===== config.mk =====
export PLATFORM = sky130hd
export DESIGN_NAME = pea_result_sink
export DESIGN_NICKNAME = d
export VERILOG_FILES = /design/src/rtl/pea_pkg.sv /design/src/rtl/pea_sat_counter.sv /design/src/rtl/pea_result_sink.sv
export SDC_FILE = /design/constraint.sdc
export NUM_CORES = 1
export LEC_CHECK = 0
export CAP_MARGIN = 5
export CORE_ASPECT_RATIO = 0.9
export CORE_MARGIN = 2
export CORE_UTILIZATION = 41
export CTS_CLUSTER_SIZE = 12
export DETAILED_ROUTE_END_ITERATION = 16
export HOLD_SLACK_MARGIN = 0.03
export PLACE_DENSITY_LB_ADDON = 0.15
export SKIP_CTS_REPAIR_TIMING = 1
export SLEW_MARGIN = 0
export SYNTH_ARGS = -nofsm -noshare
export SYNTH_HDL_FRONTEND = slang
export SYNTH_SLANG_ARGS = --single-unit
export TNS_END_PERCENT = 10

===== constraint.sdc =====
create_clock -name clock -period 1.7 [get_ports clock]
set_clock_uncertainty 0.05 [all_clocks]
set_input_delay 0.17 -clock clock [delete_from_list [all_inputs] [get_ports clock]]
set_output_delay 0.17 -clock clock [all_outputs]
set_load 0.05 [all_outputs]

===== src/rtl/pea_pkg.sv =====
// Shared definitions for the polynomial evaluation accelerator result path:
// status codes written by the accelerator, sink FSM states and a sizing helper.
package pea_pkg;

  // Status codes carried in the status FIFO alongside each result word.
  typedef enum logic [1:0] {
    STATUS_OK        = 2'd0,
    STATUS_OVERFLOW  = 2'd1,
    STATUS_BAD_INSTR = 2'd2,
    STATUS_RSVD      = 2'd3
  } pea_status_e;

  // Result sink control states.
  typedef enum logic [1:0] {
    IDLE    = 2'd0,
    FETCH   = 2'd1,
    PRESENT = 2'd2
  } sink_state_e;

  // Bits needed for a counter that must be able to hold the value 'limit'.
  function automatic int timer_width(input int limit);
    int w;
    w = $clog2(limit + 1);
    return (w < 1) ? 1 : w;
  endfunction

endpackage


===== src/rtl/pea_sat_counter.sv =====
// Saturating up-counter with synchronous clear. Once it reaches all-ones it
// holds there until cleared or reset, so it never wraps back to zero.
module pea_sat_counter #(
  parameter int WIDTH = 16
) (
  input  logic             clock,
  input  logic             reset,
  input  logic             clr,
  input  logic             inc,
  output logic [WIDTH-1:0] count
);

  localparam logic [WIDTH-1:0] MAX_VAL = '1;

  logic [WIDTH-1:0] count_reg;
  logic [WIDTH-1:0] count_next;

  // Clear wins over increment; increment stops at the maximum value.
  always_comb begin
    count_next = count_reg;
    if (clr) begin
      count_next = '0;
    end else if (inc && (count_reg != MAX_VAL)) begin
      count_next = count_reg + WIDTH'(1);
    end
  end

  // Counter register.
  always_ff @(posedge clock or negedge reset) begin
    if (!reset) begin
      count_reg <= '0;
    end else begin
      count_reg <= count_next;
    end
  end

  assign count = count_reg;

endmodule


===== src/rtl/pea_result_sink.sv =====
// Consumer at the output end of the accelerator: pops one result word and one
// status word together, presents the pair on a valid/ready port, counts pairs
// and error statuses, and raises sticky done / desync flags.
module pea_result_sink
  import pea_pkg::*;
#(
  parameter int DATA_WIDTH     = 32,
  parameter int STATUS_WIDTH   = 2,
  parameter int EXPECTED_COUNT = 0,
  parameter int DESYNC_TIMEOUT = 16,
  parameter int COUNT_WIDTH    = 16
) (
  input  logic                    clock,
  input  logic                    reset,
  input  logic                    result_empty,
  output logic                    result_r_en,
  input  logic [DATA_WIDTH-1:0]   result_data,
  input  logic                    status_empty,
  output logic                    status_r_en,
  input  logic [STATUS_WIDTH-1:0] status_data,
  output logic                    out_valid,
  input  logic                    out_ready,
  output logic [DATA_WIDTH-1:0]   out_result,
  output logic [STATUS_WIDTH-1:0] out_status,
  output logic [COUNT_WIDTH-1:0]  pair_count,
  output logic [COUNT_WIDTH-1:0]  error_count,
  output logic                    done,
  output logic                    desync
);

  localparam logic [STATUS_WIDTH-1:0] OK_CODE = STATUS_WIDTH'(STATUS_OK);

  // done can only fire when the target count fits in the counter.
  localparam bit DONE_ENABLED =
    (EXPECTED_COUNT > 0) &&
    (longint'(EXPECTED_COUNT) <= ((longint'(1) << COUNT_WIDTH) - 1));
  // Pair count value just before the FETCH that reaches the target.
  localparam logic [COUNT_WIDTH-1:0] DONE_PREV =
    COUNT_WIDTH'(DONE_ENABLED ? (EXPECTED_COUNT - 1) : 0);

  localparam int TIMER_WIDTH = timer_width(DESYNC_TIMEOUT);
  // Timer value before the one-sided cycle that makes it reach the timeout.
  localparam logic [TIMER_WIDTH-1:0] TIMER_PREV =
    TIMER_WIDTH'((DESYNC_TIMEOUT > 0) ? (DESYNC_TIMEOUT - 1) : 0);

  sink_state_e             state_reg;
  logic                    out_valid_reg;
  logic [DATA_WIDTH-1:0]   out_result_reg;
  logic [STATUS_WIDTH-1:0] out_status_reg;
  logic                    done_reg;
  logic                    desync_reg;

  logic                    can_pop;
  logic                    pop;
  logic                    fetch;
  logic                    status_err;
  logic                    one_sided;
  logic                    done_hit;
  logic                    desync_hit;
  logic [TIMER_WIDTH-1:0]  timer_count;

  assign can_pop    = !result_empty && !status_empty && !done_reg;
  assign fetch      = (state_reg == FETCH);
  assign status_err = (status_data != OK_CODE);
  assign one_sided  = result_empty ^ status_empty;
  assign done_hit   = DONE_ENABLED && fetch && (pair_count == DONE_PREV);
  assign desync_hit = one_sided && (timer_count >= TIMER_PREV);

  // Pop both FIFOs together; forced low while reset is held so nothing is
  // lost from the FIFOs during reset.
  always_comb begin
    pop = 1'b0;
    if (reset) begin
      case (state_reg)
        IDLE:    pop = can_pop;
        PRESENT: pop = out_valid_reg && out_ready && can_pop;
        default: pop = 1'b0;
      endcase
    end
  end

  assign result_r_en = pop;
  assign status_r_en = pop;

  pea_sat_counter #(.WIDTH(COUNT_WIDTH)) u_pair_cnt (
    .clock (clock),
    .reset (reset),
    .clr   (1'b0),
    .inc   (fetch),
    .count (pair_count)
  );

  pea_sat_counter #(.WIDTH(COUNT_WIDTH)) u_error_cnt (
    .clock (clock),
    .reset (reset),
    .clr   (1'b0),
    .inc   (fetch && status_err),
    .count (error_count)
  );

  // Counts consecutive cycles where only one FIFO has data.
  pea_sat_counter #(.WIDTH(TIMER_WIDTH)) u_desync_timer (
    .clock (clock),
    .reset (reset),
    .clr   (!one_sided),
    .inc   (one_sided),
    .count (timer_count)
  );

  // Sink FSM with registered output pair and sticky flags.
  always_ff @(posedge clock or negedge reset) begin
    if (!reset) begin
      state_reg      <= IDLE;
      out_valid_reg  <= 1'b0;
      out_result_reg <= '0;
      out_status_reg <= '0;
      done_reg       <= 1'b0;
      desync_reg     <= 1'b0;
    end else begin
      if (desync_hit) begin
        desync_reg <= 1'b1;
      end
      case (state_reg)
        IDLE: begin
          if (pop) begin
            state_reg <= FETCH;
          end
        end
        FETCH: begin
          // FIFO read data is valid the cycle after the pop.
          out_result_reg <= result_data;
          out_status_reg <= status_data;
          out_valid_reg  <= 1'b1;
          if (done_hit) begin
            done_reg <= 1'b1;
          end
          state_reg <= PRESENT;
        end
        PRESENT: begin
          if (out_valid_reg && out_ready) begin
            out_valid_reg <= 1'b0;
            state_reg     <= pop ? FETCH : IDLE;
          end
        end
        default: begin
          state_reg <= IDLE;
        end
      endcase
    end
  end

  assign out_valid  = out_valid_reg;
  assign out_result = out_result_reg;
  assign out_status = out_status_reg;
  assign done       = done_reg;
  assign desync     = desync_reg;

endmodule


==> metrics.md, run 1 <==
| Metric | Value |
|---|---|
| Minimum clock period | `1.62 ns` |
| Critical path arrival | `1.40 ns` |
| Top-count cell post-synth | `nand2_1` |
| XOR/XNOR Fraction of Synth Area | `7.59%` |
| Hold Worst Slack | `0.0775 ns` |
| Number of global-route vias before repair | `2693` |
| Hold Vio Cnt, Final | `0` |
| WHS Path Cells | `2` |
| Simple-Gate Fraction of Synth Area | `25.3%` |
| Fmax | `0.619 GHz` |
| Antenna viol nets, final | `0` |
| Max Cap Viol | `0` |
| Placed cell area | `4590 sq um` |
| Worst skew pair latency | `0.35 ns` |
| Drt first pass iters | `4` |
| First-pass GRT wire length | `13000 um` |
| Reg2Reg Depth | `5` |
| Pwr dens | `1610 nW/um^2` |
| Largest area contributor in the netlist | `dfrtp_1` |
| Clk network pwr share | `20.8%` |
| Min-delay worst type | `in2reg` |
| Sw Share | `44.0%` |
| Seq/Total Area, Yosys | `56.1%` |
| Register share of total power | `34.0%` |
| Initial antenna violation count | `0` |
| WL per Instance | `14.0 um` |
| H-tree depth | `3` |
| FP Rows | `31` |
| Adder-Cell Fraction of Synth Area | `2.24%` |
| Final Max Slew Viols | `0` |
| Syn_nets | `380` |
| Post-detailed-routing wire length | `7980 um` |
| TritonCTS sink count | `75` |
| Crit start category | `flop` |
| Layout Nets | `509` |
| Detailed placer's ending HPWL | `5580 um` |
| Total die area | `8910 sq um` |
| Fillcell total | `676` |
| Clock buffer count from CTS | `9` |
| Synth top area cells | `dfrtp_1 (56%), nand2_1 (13%), xnor2_1 (4.4%), xor2_1 (3.1%), ha_1 (2.2%)` |
| Die Wd | `99.3 um` |
| EDFF count, synth | `0` |
| Maximum VDD drop | `0.918 mV` |
| Gate Count Post-Synth | `335` |
| Total Routing Usage GR | `18.3%` |
| CP Data Required Time | `1.48 ns` |
| Max Root-Sink Buffers | `2` |
| Int Pwr | `4.42 mW` |
| Synth top area share | `56.1%` |
| Area Growth Syn to Fin | `46.5%` |
| # port buffers | `108` |
| Clock Pin Slew Worst Setup and Hold Paths | `0.07 ns` |
| P_sw | `3.47 mW` |
| Mean Syn Cell Area | `9.99 sq um` |
| Commonest cells post-synth | `nand2_1 (115), dfrtp_1 (75), xnor2_1 (17)` |
| Post-synthesis register bit count | `75` |
| Total global routing overflow | `0` |
| Synth Cell Area | `3350 sq um` |
| Main combinational cell family by area after synthesis | `simple AND/OR/NAND/NOR gates` |
| Power share of the combinational group | `45.2%` |
| Measured slew at the worst slew-check pin | `0.538 ns` |
| DR vias/cell | `4.93` |
| DIE HEIGHT | `89.7 um` |
| Synth Area in Compound Gates | `4.67%` |
| Tcrit/Tclk final | `95.1%` |
| Relative slew slack | `64.0%` |
| Max reg flops | `32` |
| Layout Utilization | `61.4%` |
| IO Pins | `110` |
| CTS tree | `yes` |
| Vias | `2800` |
| Leak | `2.47 nW` |
| Pin count of the biggest net entering global routing | `67` |
| Most common flop cell mapped by yosys | `dfrtp_1` |
| Post-route cell area | `4910 sq um` |
| Cell variety after synth | `45` |
| Gpl congestion | `0.772` |
| Initial core utilization | `41.9%` |
| Status | `finished, final reports clean` |
| Crit Path Max Fanout | `5` |
| CTS root buffer | `clkbuf_8` |
| Share of layout cells above drive strength 1 | `30.7%` |
| RSZ-0062 raised after global routing | `false` |
| Post-synthesis mux area share | `1.64%` |
| Worst Setup End Kind | `output pin` |
| Core Box Area | `7990 sq um` |
| DR iter-0 viols | `77` |
| Ys async rst share | `100%` |
| Total Power | `7.89 mW` |
| Critical path type | `reg2out` |
| # diodes | `0` |
| Setup violators final | `0` |
| Yosys warnings | `0` |
| DRC Markers | `0` |
per-stage QoR:
stage / setup TNS (ns) / setup WS, ns / std cells
4_1_cts: -0.442 / -0.0529 / 567
6_report: 0 / 0.0834 / 568
3_5_place_dp: -0.159 / -0.0496 / 551
5_1_grt: 0 / 0.0106 / 568
2_1_floorplan: -0.204 / -0.112 / 335
3_3_place_gp: -0.0325 / -0.0189 / 551
power groups by stage:
stage                     registers, mW  logic, mW  clock network [mW]
final                              2.68       3.57                1.64
after global routing               2.76       3.78                1.78
after CTS                          2.68       3.60                1.70
after detailed placement           2.72       3.60                   0
after global placement             2.69       3.56                   0
after floorplan                    4.43      0.613                   0
cells by family (layout without fill, tap and decap cells):
kind of cell | after synthesis | after routing
other cells | 1 | 1
fa+ha+maj | 6 | 6
buf+inv | 19 | 153
xor+xnor | 29 | 29
mux | 5 | 5
flops | 75 | 75
compound gates | 25 | 25
simple gates | 175 | 175
path summary, 6_finish.rpt:
| check | slack, ns | to | startpoint |
|---|---|---|---|
| setup / recovery | 0.08 | result_r_en | state_reg[0] |
| hold / removal | 0.08 | state_reg[0] | reset |
| setup reg to reg | 0.09 | u_error_cnt.count[13] | state_reg[1] |
| hold reg to reg | 0.42 | desync | desync |
| max in group asynchronous | 0.54 | u_pair_cnt.count[2] | reset |
| min in group asynchronous | 0.31 | state_reg[0] | reset |
cells in the final DEF, fill, tap and decap left out, types with 2 or more instances in the layout:
master,netlist,routed
nand2_1,115,115
buf_4,2,78
dfrtp_1,75,48
clkdlybuf4s50_1,0,37
dfrtp_2,0,27
xnor2_1,17,17
xor2_1,12,12
nand4_1,10,10
clkbuf_8,0,10
dlymetal6s2s_1,0,10
nand3_1,10,9
inv_1,8,8
nor2_1,6,6
and2_1,5,5
a21oi_1,6,5
o21ai_0,5,5
o211ai_1,5,5
ha_1,6,4
and3_1,4,3
mux2_2,3,3
a211oi_1,4,3
and4_1,4,3
bufinv_16,0,3
buf_12,0,3
nor3_1,3,2
nor4_2,1,2
nor4_1,3,2
ha_4,0,2
clkinv_2,0,2
area by class of cell:
cell class	instances	area [sq um]	area share [%]
timing repair buffer	129	1150	23.5
multi-input combinational	241	1450	29.5
inverter	8	30.0	0.612
clock inverter	5	100	2.04
tap	99	124	2.52
sequential	75	1910	38.9
clock buffer	11	141	2.88
critical path, stage by stage (launching register included):
cell and delay [ns]:
dfrtp_1 0.40, buf_4 0.15, and4b_2 0.35, buf_12 0.15
routing by layer:
| layer | track usage, % | routed length, um | vias to the layer above |
|---|---|---|---|
| met3 | 6.14 | 524 | 8 |
| li1 | - | - | 1377 |
| met4 | 5.94 | 97 | 0 |
| met5 | 0 | 0 | - |
| met1 | 24.3 | 3640 | 1337 |
| met2 | 28.2 | 3710 | 78 |
Power figures use the tool's default switching activity.
==> run 2, diff against run 1 <==
--- a/config.mk
+++ b/config.mk
@@ -6,7 +6,6 @@
 export NUM_CORES = 1
 export LEC_CHECK = 0
 export CAP_MARGIN = 5
-export CORE_ASPECT_RATIO = 0.9
 export CORE_MARGIN = 2
 export CORE_UTILIZATION = 41
 export CTS_CLUSTER_SIZE = 12
==> run 2 against run 1 <==
First-iteration DRC count rose by 100%. Critical path depth rose by 1. Combinational power barely moved. Worst setup slack got worse by 0.037 ns. Worst hold slack improved by 0.23 ns. Clock power fell by 5%. Wire length fell by 0.44%. Register-to-register slack got worse by 0.04 ns. Highest routed layer unchanged.
==> metrics.md, run 2 (synthesis gave the netlist of run 1 again) <==
| Metric | Value |
|---|---|
| Status | `finished, final reports clean (unchanged)` |
| Initial antenna violation count | `0 (unchanged)` |
| Max reg flops | `32 (unchanged)` |
| Crit Path Max Fanout | `6 (was 5)` |
| CP Data Required Time | `1.86 ns (was 1.48 ns)` |
| Total global routing overflow | `0 (unchanged)` |
| DR iter-0 viols | `157 (was 77)` |
| Core Box Area | `7810 sq um (was 7990 sq um)` |
| DR vias/cell | `5.02 (was 4.93)` |
| FP Rows | `32 (was 31)` |
| Area of the multi-input gates | `1450 sq um (about the same)` |
| Final Max Slew Viols | `0 (unchanged)` |
| Number of global-route vias before repair | `2764 (was 2693)` |
| Share of layout cells above drive strength 1 | `30.9% (was 30.7%)` |
| IO Pins | `110 (unchanged)` |
| Critical path type | `reg2reg (was reg2out)` |
| CTS tree | `yes (unchanged)` |
| Total die area | `8900 sq um (was 8910 sq um)` |
| Die Wd | `94.4 um (was 99.3 um)` |
| Min-delay worst type | `in2reg (unchanged)` |
| Setup violators final | `0 (unchanged)` |
| Minimum clock period | `1.65 ns (was 1.62 ns)` |
| Relative slew slack | `56.1% (was 64.0%)` |
| DIE HEIGHT | `94.4 um (was 89.7 um)` |
| Crit start category | `flop (unchanged)` |
| Total Routing Usage GR | `18.5% (was 18.3%)` |
| Hold Worst Slack | `0.304 ns (was 0.0775 ns)` |
| DRC Markers | `0 (unchanged)` |
| # diodes | `0 (unchanged)` |
| Layout Nets | `506 (was 509)` |
| First-pass GRT wire length | `13000 um (about the same)` |
| TritonCTS sink count | `75 (unchanged)` |
| Initial core utilization | `42.9% (was 41.9%)` |
| CP peak stage delay | `0.40 ns (about the same)` |
| Max Root-Sink Buffers | `2 (unchanged)` |
| Maximum VDD drop | `1.07 mV (was 0.918 mV)` |
| WL per Instance | `14.0 um (about the same)` |
| Count of buffer and inverter cells on the critical path | `0 (was 2)` |
| H-tree depth | `3 (unchanged)` |
| Measured slew at the worst slew-check pin | `0.658 ns (was 0.538 ns)` |
| Fillcell total | `689 (was 676)` |
| Vias | `2851 (was 2800)` |
| Detailed placer's ending HPWL | `5820 um (was 5580 um)` |
| Max Cap Viol | `0 (unchanged)` |
| Post-detailed-routing wire length | `7950 um (was 7980 um)` |
| Fmax | `0.605 GHz (was 0.619 GHz)` |
| Worst skew pair latency | `0.33 ns (was 0.35 ns)` |
| RSZ-0062 raised after global routing | `true (was false)` |
| Most frequent cells in the layout | `nand2_1 (115), buf_4 (79), dfrtp_1 (48) (was nand2_1 (115), buf_4 (78), dfrtp_1 (48))` |
| Area Growth Syn to Fin | `44.6% (was 46.5%)` |
| Pin count of the biggest net entering global routing | `55 (was 67)` |
| Most common cell after layout, fill and taps aside | `nand2_1 (unchanged)` |
| Gpl congestion | `0.779 (was 0.772)` |
| Antenna viol nets, final | `0 (unchanged)` |
| Slowest CP cell | `dfrtp_1 (unchanged)` |
| # port buffers | `108 (unchanged)` |
| Clock Pin Slew Worst Setup and Hold Paths | `0.08 ns (was 0.07 ns)` |
| Pwr dens | `1600 nW/um^2 (was 1610 nW/um^2)` |
| Storage element area | `1910 sq um (unchanged)` |
| TNS Setup | `0 ns (unchanged)` |
| CP cell instances | `nand2b_2 > nor4_4 > nand4_1 > mux2_1 (was buf_4 > and4b_2 > buf_12)` |
| Tcrit/Tclk final | `97.3% (was 95.1%)` |
| Clock buffer count from CTS | `9 (unchanged)` |
| Drt first pass iters | `4 (unchanged)` |
| Worst Setup End Kind | `flop (was output pin)` |
| Hold Vio Cnt, Final | `0 (unchanged)` |
| Delay-heaviest family, CP | `simple AND/OR/NAND/NOR gates (was flip-flops)` |
| CTS root buffer | `clkbuf_8 (unchanged)` |
| Total Power | `7.77 mW (was 7.89 mW)` |
| Leak | `2.41 nW (was 2.47 nW)` |
| Critical path arrival | `1.82 ns (was 1.40 ns)` |
[run 2: tightest hold or removal path: stages]
cell	delay, ns
clkdlybuf4s50_1	0.39
nand2_1	0.05
nand2_1	0.04
[run 2: area by class of cell]
| type | count | area share (%) |
|---|---|---|
| tap | 102 | 2.64 |
| inverter | 8 | 0.620 |
| sequential | 75 | 39.5 |
| timing repair buffer | 126 | 22.7 |
| clock buffer | 12 | 3.20 |
| clock inverter | 4 | 1.50 |
| multi-input combinational | 241 | 29.8 |
[run 2: layer usage]
metal / up-vias / routed length, um / GRT usage (%)
li1: 1370 / - / -
met1: 1371 / 3590 / 25.1
met2: 91 / 3720 / 29.6
met3: 19 / 458 / 3.83
met4: 0 / 173 / 6.76
met5: - / 0 / 0
[run 2: report_power, final]
part           switching, mW  internal [mW]  total [mW]
registers              0.365           2.31        2.68
logic                   2.47           1.07        3.54
clock network          0.647          0.906        1.55
[run 2: final timing paths]
path / from / end / slack [ns] / cells past startpoint
min: result_data[26] / out_result[26] / 0.30 / 3
max: state_reg[1] / u_error_cnt.count[15] / 0.05 / 4
max in group asynchronous: reset / u_error_cnt.count[5] / 0.57 / 3
min reg2reg: desync / desync / 0.41 / 1
max reg2reg: state_reg[1] / u_error_cnt.count[15] / 0.05 / 4
min in group asynchronous: reset / out_result[26] / 0.39 / 3
[run 2: stage by stage]
stage	instances	utilization [%]	instance area, sq um	setup slack, ns
2_1_floorplan	335	-	3400	-0.112
3_3_place_gp	551	58.3	4550	-0.0365
3_5_place_dp	551	58.3	4550	-0.0855
4_1_cts	567	61.3	4780	-0.0304
5_1_grt	568	62.0	4840	-0.0165
6_report	568	62.0	4840	0.0459
